### src/rtl/ds_sample_capture.sv
// rtl/ds_sample_capture.sv - decimation clock generator, settle-discarding sample capture and show-ahead FIFO
module ds_sample_capture #(
   parameter int DEC_RATIO  = 64,
   parameter int DATA_W     = 20,
   parameter int FIFO_DEPTH = 8,
   parameter int SETTLE     = 3
) (
   input  logic                          clk,
   input  logic                          rst,
   input  logic                          en,
   output logic                          dclk,
   input  logic [DATA_W-1:0]             din,
   output logic                          m_valid,
   output logic [DATA_W-1:0]             m_data,
   input  logic                          m_ready,
   output logic [$clog2(FIFO_DEPTH):0]   level,
   output logic                          ovf,
   input  logic                          clr_ovf
);

   localparam int CNT_W = $clog2(DEC_RATIO);
   localparam int PTR_W = $clog2(FIFO_DEPTH);
   localparam int SET_W = (SETTLE > 0) ? $clog2(SETTLE + 1) : 1;

   localparam logic [CNT_W-1:0] CNT_LAST = CNT_W'(DEC_RATIO - 1);
   localparam logic [CNT_W-1:0] CNT_HALF = CNT_W'(DEC_RATIO / 2);
   localparam logic [PTR_W:0]   LVL_FULL = (PTR_W + 1)'(FIFO_DEPTH);
   localparam logic [SET_W-1:0] SET_MAX  = SET_W'(SETTLE);

   logic [CNT_W-1:0]  cnt;
   logic [CNT_W-1:0]  cnt_nxt;
   logic [SET_W-1:0]  settle_cnt;
   logic [DATA_W-1:0] mem [FIFO_DEPTH];
   logic [PTR_W-1:0]  wr_ptr;
   logic [PTR_W-1:0]  rd_ptr;
   logic              strobe;
   logic              settled;
   logic              push_req;
   logic              pop;
   logic              full;
   logic              push_ok;
   logic              ovf_set;

   // Strobe on the last count of a period so din has had the longest settling since the dclk rise
   always_comb begin
      strobe   = en && (cnt == CNT_LAST);
      cnt_nxt  = '0;
      if (en && !strobe) begin
         cnt_nxt = cnt + CNT_W'(1);
      end
      settled  = (settle_cnt >= SET_MAX);
      push_req = strobe && settled;
      pop      = m_valid && m_ready;
      full     = (level == LVL_FULL);
      push_ok  = push_req && (!full || pop);
      ovf_set  = push_req && full && !pop;
   end

   // Divider: dclk is registered from the next count so it rises as the count returns to zero
   always_ff @(posedge clk) begin
      if (rst) begin
         cnt  <= '0;
         dclk <= 1'b0;
      end else begin
         cnt  <= cnt_nxt;
         dclk <= en && (cnt_nxt < CNT_HALF);
      end
   end

   // Count discarded captures until the sinc3 chain has settled; restart whenever disabled
   always_ff @(posedge clk) begin
      if (rst || !en) begin
         settle_cnt <= '0;
      end else if (strobe && !settled) begin
         settle_cnt <= settle_cnt + SET_W'(1);
      end
   end

   // Sample storage; needs no reset because m_data is masked while empty
   always_ff @(posedge clk) begin
      if (!rst && push_ok) begin
         mem[wr_ptr] <= din;
      end
   end

   // FIFO pointers and occupancy; simultaneous push and pop leaves level unchanged even when full
   always_ff @(posedge clk) begin
      if (rst) begin
         wr_ptr <= '0;
         rd_ptr <= '0;
         level  <= '0;
      end else begin
         if (push_ok) begin
            wr_ptr <= wr_ptr + PTR_W'(1);
         end
         if (pop) begin
            rd_ptr <= rd_ptr + PTR_W'(1);
         end
         if (push_ok && !pop) begin
            level <= level + (PTR_W + 1)'(1);
         end else if (pop && !push_ok) begin
            level <= level - (PTR_W + 1)'(1);
         end
      end
   end

   // Sticky overflow; a new overflow wins over a clear in the same cycle
   always_ff @(posedge clk) begin
      if (rst) begin
         ovf <= 1'b0;
      end else if (ovf_set) begin
         ovf <= 1'b1;
      end else if (clr_ovf) begin
         ovf <= 1'b0;
      end
   end

   // Show-ahead head of the FIFO
   always_comb begin
      m_valid = (level != '0);
      m_data  = m_valid ? mem[rd_ptr] : '0;
   end

endmodule

### config.mk
export PLATFORM = sky130hd
export DESIGN_NAME = ds_sample_capture
export DESIGN_NICKNAME = d
export VERILOG_FILES = /design/src/rtl/ds_sample_capture.sv
export SDC_FILE = /design/constraint.sdc
export NUM_CORES = 1
export LEC_CHECK = 0
export ABC_AREA = 1
export CAP_MARGIN = 20
export CORE_AREA = 4 4 141 143
export DETAILED_ROUTE_END_ITERATION = 16
export DIE_AREA = 0 0 145 147
export SETUP_SLACK_MARGIN = 0.2
export SLEW_MARGIN = 40
export SYNTH_ARGS = -nofsm -noshare
export SYNTH_HDL_FRONTEND = slang
export SYNTH_SLANG_ARGS = --single-unit
### constraint.sdc
create_clock -name clk -period 5.2 [get_ports clk]
set_input_delay 0.78 -clock clk [delete_from_list [all_inputs] [get_ports clk]]
set_output_delay 0.78 -clock clk [all_outputs]
set_load 0.02 [all_outputs]
* Word-level counts from Yosys, hierarchy flattened
Memory sizes are Yosys's and may differ from the RTL's. A register that Yosys moved wholly into a read port is not among the register bits. Cells that the tools add are included.
Word-level totals: RAM bits 160, output and inout bits 27, input port bits 25, memories 1, bits in read-only memories 0, register bits 20, bits in latches 0
Operators by class: bitwise gates (word level) 0, eq/ne operators 2, magnitude comparators 2, div/mod/pow operators 0, multiply operators 0, shift operators 0, $add $sub $neg 6, multiplexer cells 10, reduce and logical (&&, ||, !) cells 24
Memory list:
- mem | depth 8, width 20, rd ports 1, clocked after memory_dff 1, wr ports 1, line 33 | logic [DATA_W-1:0] mem [FIFO_DEPTH];
Operator list (count):
- two-way mux 20 bit | 1
- logical AND 1 bit | 12
- two-way mux 4 bit | 2
- zero test 1 bit | 7
- adder 3 x 1 -> 3 bit, second input constant | 2
- adder 6 x 1 -> 6 bit, second input constant | 1
- == test 6 bit, second input constant | 1
- < comparator 6 bit, second input constant | 1
- two-way mux 3 bit | 2
- two-way mux 6 bit | 1
- adder 4 x 1 -> 4 bit, second input constant | 1
- == test 4 bit, second input constant | 1
- two-way mux 1 bit | 4
- nonzero test 2 bit | 2
- nonzero test 4 bit | 1
- subtractor 4 x 1 -> 4 bit, second input constant | 1
- adder 2 x 1 -> 2 bit, second input constant | 1
- >= comparator 2 bit, second input constant | 1
- logical OR 1 bit | 2

* Longest topological paths before layout
Gate-level depths: netlist of run 1.
depth after elaboration 8, mapped depth 14, mapped depth without buffers 14

* Worst setup path after synthesis of run 1
OpenSTA, ideal clock, no wires.
path kind in2reg, start point in rst, end point mem mem[5][0], enable pin, cell stages on the path 4, path buffers 1, arrival 2063 ps, library setup time 397 ps, path slack 2740 ps, data required time 4803 ps, cell sequence buf_2 -> clkinv_1 -> nand3_1 -> nor2_1
On the way: cells in the longest elaborated chain, start to end 4
RTL lines:
- from (decl) | line 9 | input logic rst,
- zero test 1 bit | line 81 | if (!rst && push_ok) begin
- logical AND 1 bit | line 81
- two-way mux 1 bit | line 81
- two-way mux 1 bit (implied by the code) | line 82 | mem[wr_ptr] <= din;
- to (decl) | line 33
No other way between the ends.

==> results of run 1 <==
-- per-layer routing --
| layer | track usage, % | vias up | wire (um) |
|---|---|---|---|
| li1 | - | 2287 | - |
| met1 | 19.7 | 2311 | 7180 |
| met2 | 25.0 | 112 | 7700 |
| met3 | 3.36 | 11 | 744 |
| met4 | 4.80 | 0 | 203 |
| met5 | 0 | - | 0 |
-- worst paths after layout --
check / startpoint / to / slack [ps]
worst max-delay path: register / m_data[7] / 1650
worst min-delay path: cnt[0] / cnt[0] / 450
worst max register to register: cnt[0] / mem[5][8] / 2600
worst min register to register: cnt[0] / cnt[0] / 450
-- kinds of logic after synthesis --
logic type               after synthesis
buffers and inverters                 53
AND/OR/NAND/NOR                      232
flip-flops                           183
adder cells (fa/ha/maj)                8
XOR/XNOR                               9
AO/OA/AOI/OAI                        135
-- registers in the layout, indices dropped and copies added, names as in the netlist, named ones only --
register,count
ovf,1
wr_ptr,3
rd_ptr,3
settle_cnt,2
dclk,1
cnt,6
mem,160
level,4
-- power breakdown --
part / internal, mW / switching (mW) / leakage [nW]
Clock: 0.662 / 0.541 / 0.260
Combinational: 0.528 / 0.885 / 1.03
Sequential: 1.62 / 0.0434 / 1.63
-- synth_stat cells, types with 10 or more instances --
cell type / number / share of area, %
o21ai_1: 13 / 0.88
nor2_1: 165 / 8.4
nand2_1: 41 / 2.1
inv_1: 17 / 0.87
o211ai_1: 20 / 2.0
clkbuf_1: 20 / 1.0
edfxtp_1: 160 / 65
a21oi_1: 12 / 0.82
nand3_1: 14 / 0.95
buf_2: 10 / 0.68
o22ai_1: 20 / 1.7
dfxtp_1: 23 / 6.3
o21ai_0: 70 / 4.8
-- through the flow --
| step | area, um^2 | power, mW | setup WS, ps | instances | hold slack [ps] |
|---|---|---|---|---|---|
| after floorplan | 7360 | 2.55 | 2740 | 620 | 418 |
| after global placement | 8100 | 3.10 | 1880 | 881 | 431 |
| after detailed placement | 8120 | 3.12 | 1990 | 881 | 447 |
| after CTS | 8680 | 4.32 | 1620 | 913 | 456 |
| after global routing | 8680 | 4.54 | 1390 | 913 | 481 |
| final | 8680 | 4.28 | 1650 | 913 | 448 |
-- worst register-to-register path, cell delays in order (launching register included) --
cell	delay, ps
dfxtp_1	350
ha_1	190
nand2_2	110
nor2_1	150
nand2_1	90
nor2_2	140
nand3_1	250
nor2_2	660
buf_4	360
-- placed cells by master (no fill, tap or decap), types with 2 or more instances in the layout --
cell type and n:
nor2_2 5, edfxtp_1 160, clkbuf_16 17, clkinv_1 3, a21oi_1 12, o211ai_1 20, o22ai_1 20, inv_6 3
buf_4 9, nand3_1 14, clkdlybuf4s50_1 51, inv_1 17, xor2_1 7, dfxtp_2 2, nor2_4 4, xnor2_1 2
clkinv_2 2, nor2_1 161, clkinvlp_4 4, o21ai_1 13, nand3_2 2, nand2_1 41, ha_1 7, o21ai_0 70
dfxtp_1 21
-- cell type report --
| type | count | area [um^2] |
|---|---|---|
| clock buffer | 18 | 429 |
| sequential | 183 | 5270 |
| timing repair buffer | 60 | 578 |
| inverter | 20 | 77.6 |
| clock inverter | 14 | 124 |
| multi-input combinational | 384 | 1910 |
| tap | 234 | 293 |
| fill | 1650 | 9900 |
==> impl_metrics.yaml, run 1 <==
cells_and_area:
  nets: 699
  fin_util_pct: 46.7
  syn_to_final_growth_pct: 17.9
  antenna_cells: 0
  drive_gt1_share_pct: 8.25
setup_path:
  critPathTopFamily: "buffers and inverters"
  critPathArrivalTime_ps: 2770
  crit_cells: 8
  endpoint_kind: "primary output"
  critPathKind: "register to primary output"
  crit_top_cell: "nor2_1"
  cp_max_fo: 80
  crit_required_ps: 4420
  cp_num_buf_inv: 2
  worst_path_largest_cell_delay_ps: 640
  reg2reg_depth: 8
  cp-start-kind: "register"
  critPathSlowestCell: "clkdlybuf4s50_1"
  crit_chain: "buf_4 > nor2_1 > nor2_1 > o21ai_0 > o211ai_1 > nand2_1 > nor2_1 > clkdlybuf4s50_1"
logic_synthesis:
  synth_fp_nets: 653
  synth-compound-area-share_pct: 10.2
  synthMuxAreaShare_pct: 0
  synth-seq-cells: 183
  syn_area_um2: 7360
  ys_types: 29
  async_flop_share_pct: 0
  yosysWarnings: 0
  synth-adder-area-share_pct: 1.46
  synth_top_family_by_area: "simple AND/OR/NAND/NOR gates"
  synth-main-ff-cell: "edfxtp_1"
  synth_xor_area_share_pct: 1.07
  yosysSeqAreaShare_pct: 71.6
  synthSimpleGateAreaFrac_pct: 12.8
  avgSynthCellArea_um2: 11.9
  synth_edf_count: 160
  syn_inst: 620
floorplan:
  initial_core_util_pct: 39.6
  design.core.area_um2: 18600
  fp.dieArea_um2: 21300
  die_h_um: 147
  die_w_um: 145
  num_rows: 50
  io_pins: 52
routing:
  routed_via_density: 5.17
  drc: 0
  dr.pass1.iters: 4
  drt-initial-drc-count: 391
  vias: 4721
  drt-total-wl_mm: 15.8
  ant_nets: 0
  wire_per_inst_um: 17.3
timing:
  slew_headroom_pct: 46.7
  fmax_ghz: 0.282
  finalMaxSlewViolations: 0
  hold_violations: 0
  min_period_over_period_pct: 68.2
  tns_ps: 0
  setup_viol: 0
  layout_min_cycle_time_ps: 3550
  rsz0062_at_grt: "false"
  tightest_slew_ps: 800
  fin_skew_ps: 23.2
clock_tree:
  root_buffer: "clkbuf_16"
  postCtsSetupBuffers: 0
  cts_tree: "done"
  clkSinkCount: 183
  ctsResizeCount: 0
  insertion_delay_ps: 430
  clockBufferDepth: 2
  cts_hold_buf: 0
  numCtsBuffers: 17
  h-tree-depth: 4
  clkSlewWorstSetupHoldPaths_ps: 60
grt:
  antenna_found_initial: 0
  grt_pass1_vias: 4762
  grt_first_pass_wirelength_mm: 25.2
  grt_max_degree: 81
  grt-ovfl-total: 0
  track_usage_pct: 15.0
run_status:
  status: "finished, final reports clean"
pwr:
  p_leak_nw: 2.91
  ir_worst_vdd_mv: 0.276
  p_per_area_nw_per_um2: 494
hold_path:
  hold_path_class: "register to register"
  min_path_cells: 1
job:
  maxCapViolations: 0
placement:
  port_buffers: 51
  place_hpwl_mm: 9.20
  place.gp.congestion: 0.726
(Power assumes the default switching activity.)
==> inputs of run 2 (changes only) <==
clock period = 3.5 ns   (was 5.2 ns; I/O delays follow)
==> impl_metrics.yaml, run 2 (same netlist as run 1, synthesis figures left out) <==
setup_path:
  worst_path_largest_cell_delay_ps: 660
  cp_max_fo: 60
  crit_top_cell: "nor2_1"
  endpoint_kind: "primary output"
  crit_chain: "buf_4 > o21ai_0 > o22ai_1 > nor2_1 > nor2_1 > clkdlybuf4s50_1"
  critPathKind: "register to primary output"
  crit_required_ps: 2970
  critPathSlowestCell: "clkdlybuf4s50_1"
  critPathArrivalTime_ps: 2610
  cp-start-kind: "register"
grt:
  track_usage_pct: 15.6
  grt-ovfl-total: 0
  grt_max_degree: 61
  antenna_found_initial: 1
  grt_first_pass_wirelength_mm: 25.9
  grt_pass1_vias: 4810
timing:
  layout_min_cycle_time_ps: 3130
  min_period_over_period_pct: 89.6
  rsz0062_at_grt: "false"
  tightest_slew_ps: 798
  slew_headroom_pct: 46.7
  tns_ps: 0
  setup_viol: 0
  fmax_ghz: 0.319
  hold_violations: 0
  finalMaxSlewViolations: 0
  fin_skew_ps: 13.2
routing:
  drc: 0
  ant_nets: 0
  drt-initial-drc-count: 251
  dr.pass1.iters: 4
  wire_per_inst_um: 17.4
  vias: 4745
  drt-total-wl_mm: 16.1
  routed_via_density: 5.14
floorplan:
  fp.dieArea_um2: 21300
  num_rows: 50
  design.core.area_um2: 18600
  io_pins: 52
  initial_core_util_pct: 39.6
  die_w_um: 145
  die_h_um: 147
clock_tree:
  insertion_delay_ps: 430
  h-tree-depth: 4
  numCtsBuffers: 17
  clockBufferDepth: 2
  clkSlewWorstSetupHoldPaths_ps: 70
  clkSinkCount: 183
  root_buffer: "clkbuf_16"
  cts_hold_buf: 0
  cts_tree: "done"
cells_and_area:
  drive_gt1_share_pct: 9.87
  final_cell_mix: "nor2_1, edfxtp_1, o21ai_0"
  largestRegisters: "mem (160), cnt (6), level (4)"
  nets: 709
  antenna_cells: 0
  largest_reg_flops: 160
  layout_commonest_cell: "nor2_1"
  final_area_um2: 8770
  syn_to_final_growth_pct: 19.2
  top_register: "mem"
placement:
  place_area_um2: 8190
  place.gp.congestion: 0.746
  place_hpwl_mm: 9.41
  port_buffers: 51
run_status:
  status: "finished, final reports clean"
job:
  maxCapViolations: 0
hold_path:
  hold_path_class: "register to register"
pwr:
  ir_worst_vdd_mv: 0.420
  p_leak_nw: 3.00
  p_per_area_nw_per_um2: 734
## run 2: cell types whose count changed in the layout (fill, tap and decap cells not counted), sizes merged
cell      change
buf          +10
inv           +5
clkinvlp      -4
bufinv        -1
clkbuf        -1
clkinv        +1
## run 2: critical path: cells and delay by family (launching register included)
family / cells / cell delay, ps
compound gates: 2 / 410
buf+inv: 2 / 1150
flops: 1 / 320
simple gates: 2 / 270
## run 2: layout make-up
class / count / area (um^2)
Sequential cell: 183 / 5270
Timing Repair Buffer: 70 / 669
Clock inverter: 15 / 153
Multi-Input combinational cell: 384 / 1890
Fill cell: 1649 / 9810
Inverter: 20 / 77.6
Clock buffer: 17 / 425
Tap cell: 234 / 293
## run 2: final timing paths
kind | slack, ps | start | cells after the start | endpoint
hold / removal | 450 | cnt[0] | 1 | cnt[0]
hold reg to reg | 450 | cnt[0] | 1 | cnt[0]
setup / recovery | 370 | register | 6 | m_data[6]
setup reg to reg | 970 | level[0] | 12 | level[3]
## run 2: per-layer routing
metal | part of all wire (%) | vias up | wire length [um] | track usage, %
met1 | 43 | 2303 | 6980 | 19.9
met4 | 1.2 | 2 | 191 | 4.89
met5 | 0.081 | - | 13 | 0
met2 | 49 | 117 | 7930 | 26.6
met3 | 6.0 | 17 | 963 | 3.76
li1 | - | 2306 | - | -
## run 2: stage by stage
stage / util [%] / cells / setup WS [ps] / total power, mW / hold slack, ps
2_1_floorplan: - / 620 / 1160 / 3.79 / 418
3_3_place_gp: 44.1 / 891 / 710 / 4.63 / 433
3_5_place_dp: 44.1 / 891 / 612 / 4.67 / 448
4_1_cts: 47.2 / 923 / 255 / 6.50 / 460
5_1_grt: 47.2 / 923 / 200 / 6.81 / 487
6_report: 47.2 / 923 / 366 / 6.44 / 451
## run 2: what timing repair did
action	in CTS	in global routing
setup endpoints to repair	0	12
buffers inserted	0	0
hold endpoints to repair	0	0
gates resized for setup	0	4
## run 2: power breakdown
| part | total (mW) | internal, mW | switching, mW | leakage (nW) |
|---|---|---|---|---|
| sequential | 2.49 | 2.41 | 0.0753 | 1.63 |
| clock | 1.83 | 0.951 | 0.876 | 0.285 |
| combinational | 2.12 | 0.820 | 1.30 | 1.09 |
| total | 6.44 | 4.18 | 2.26 | 3.00 |
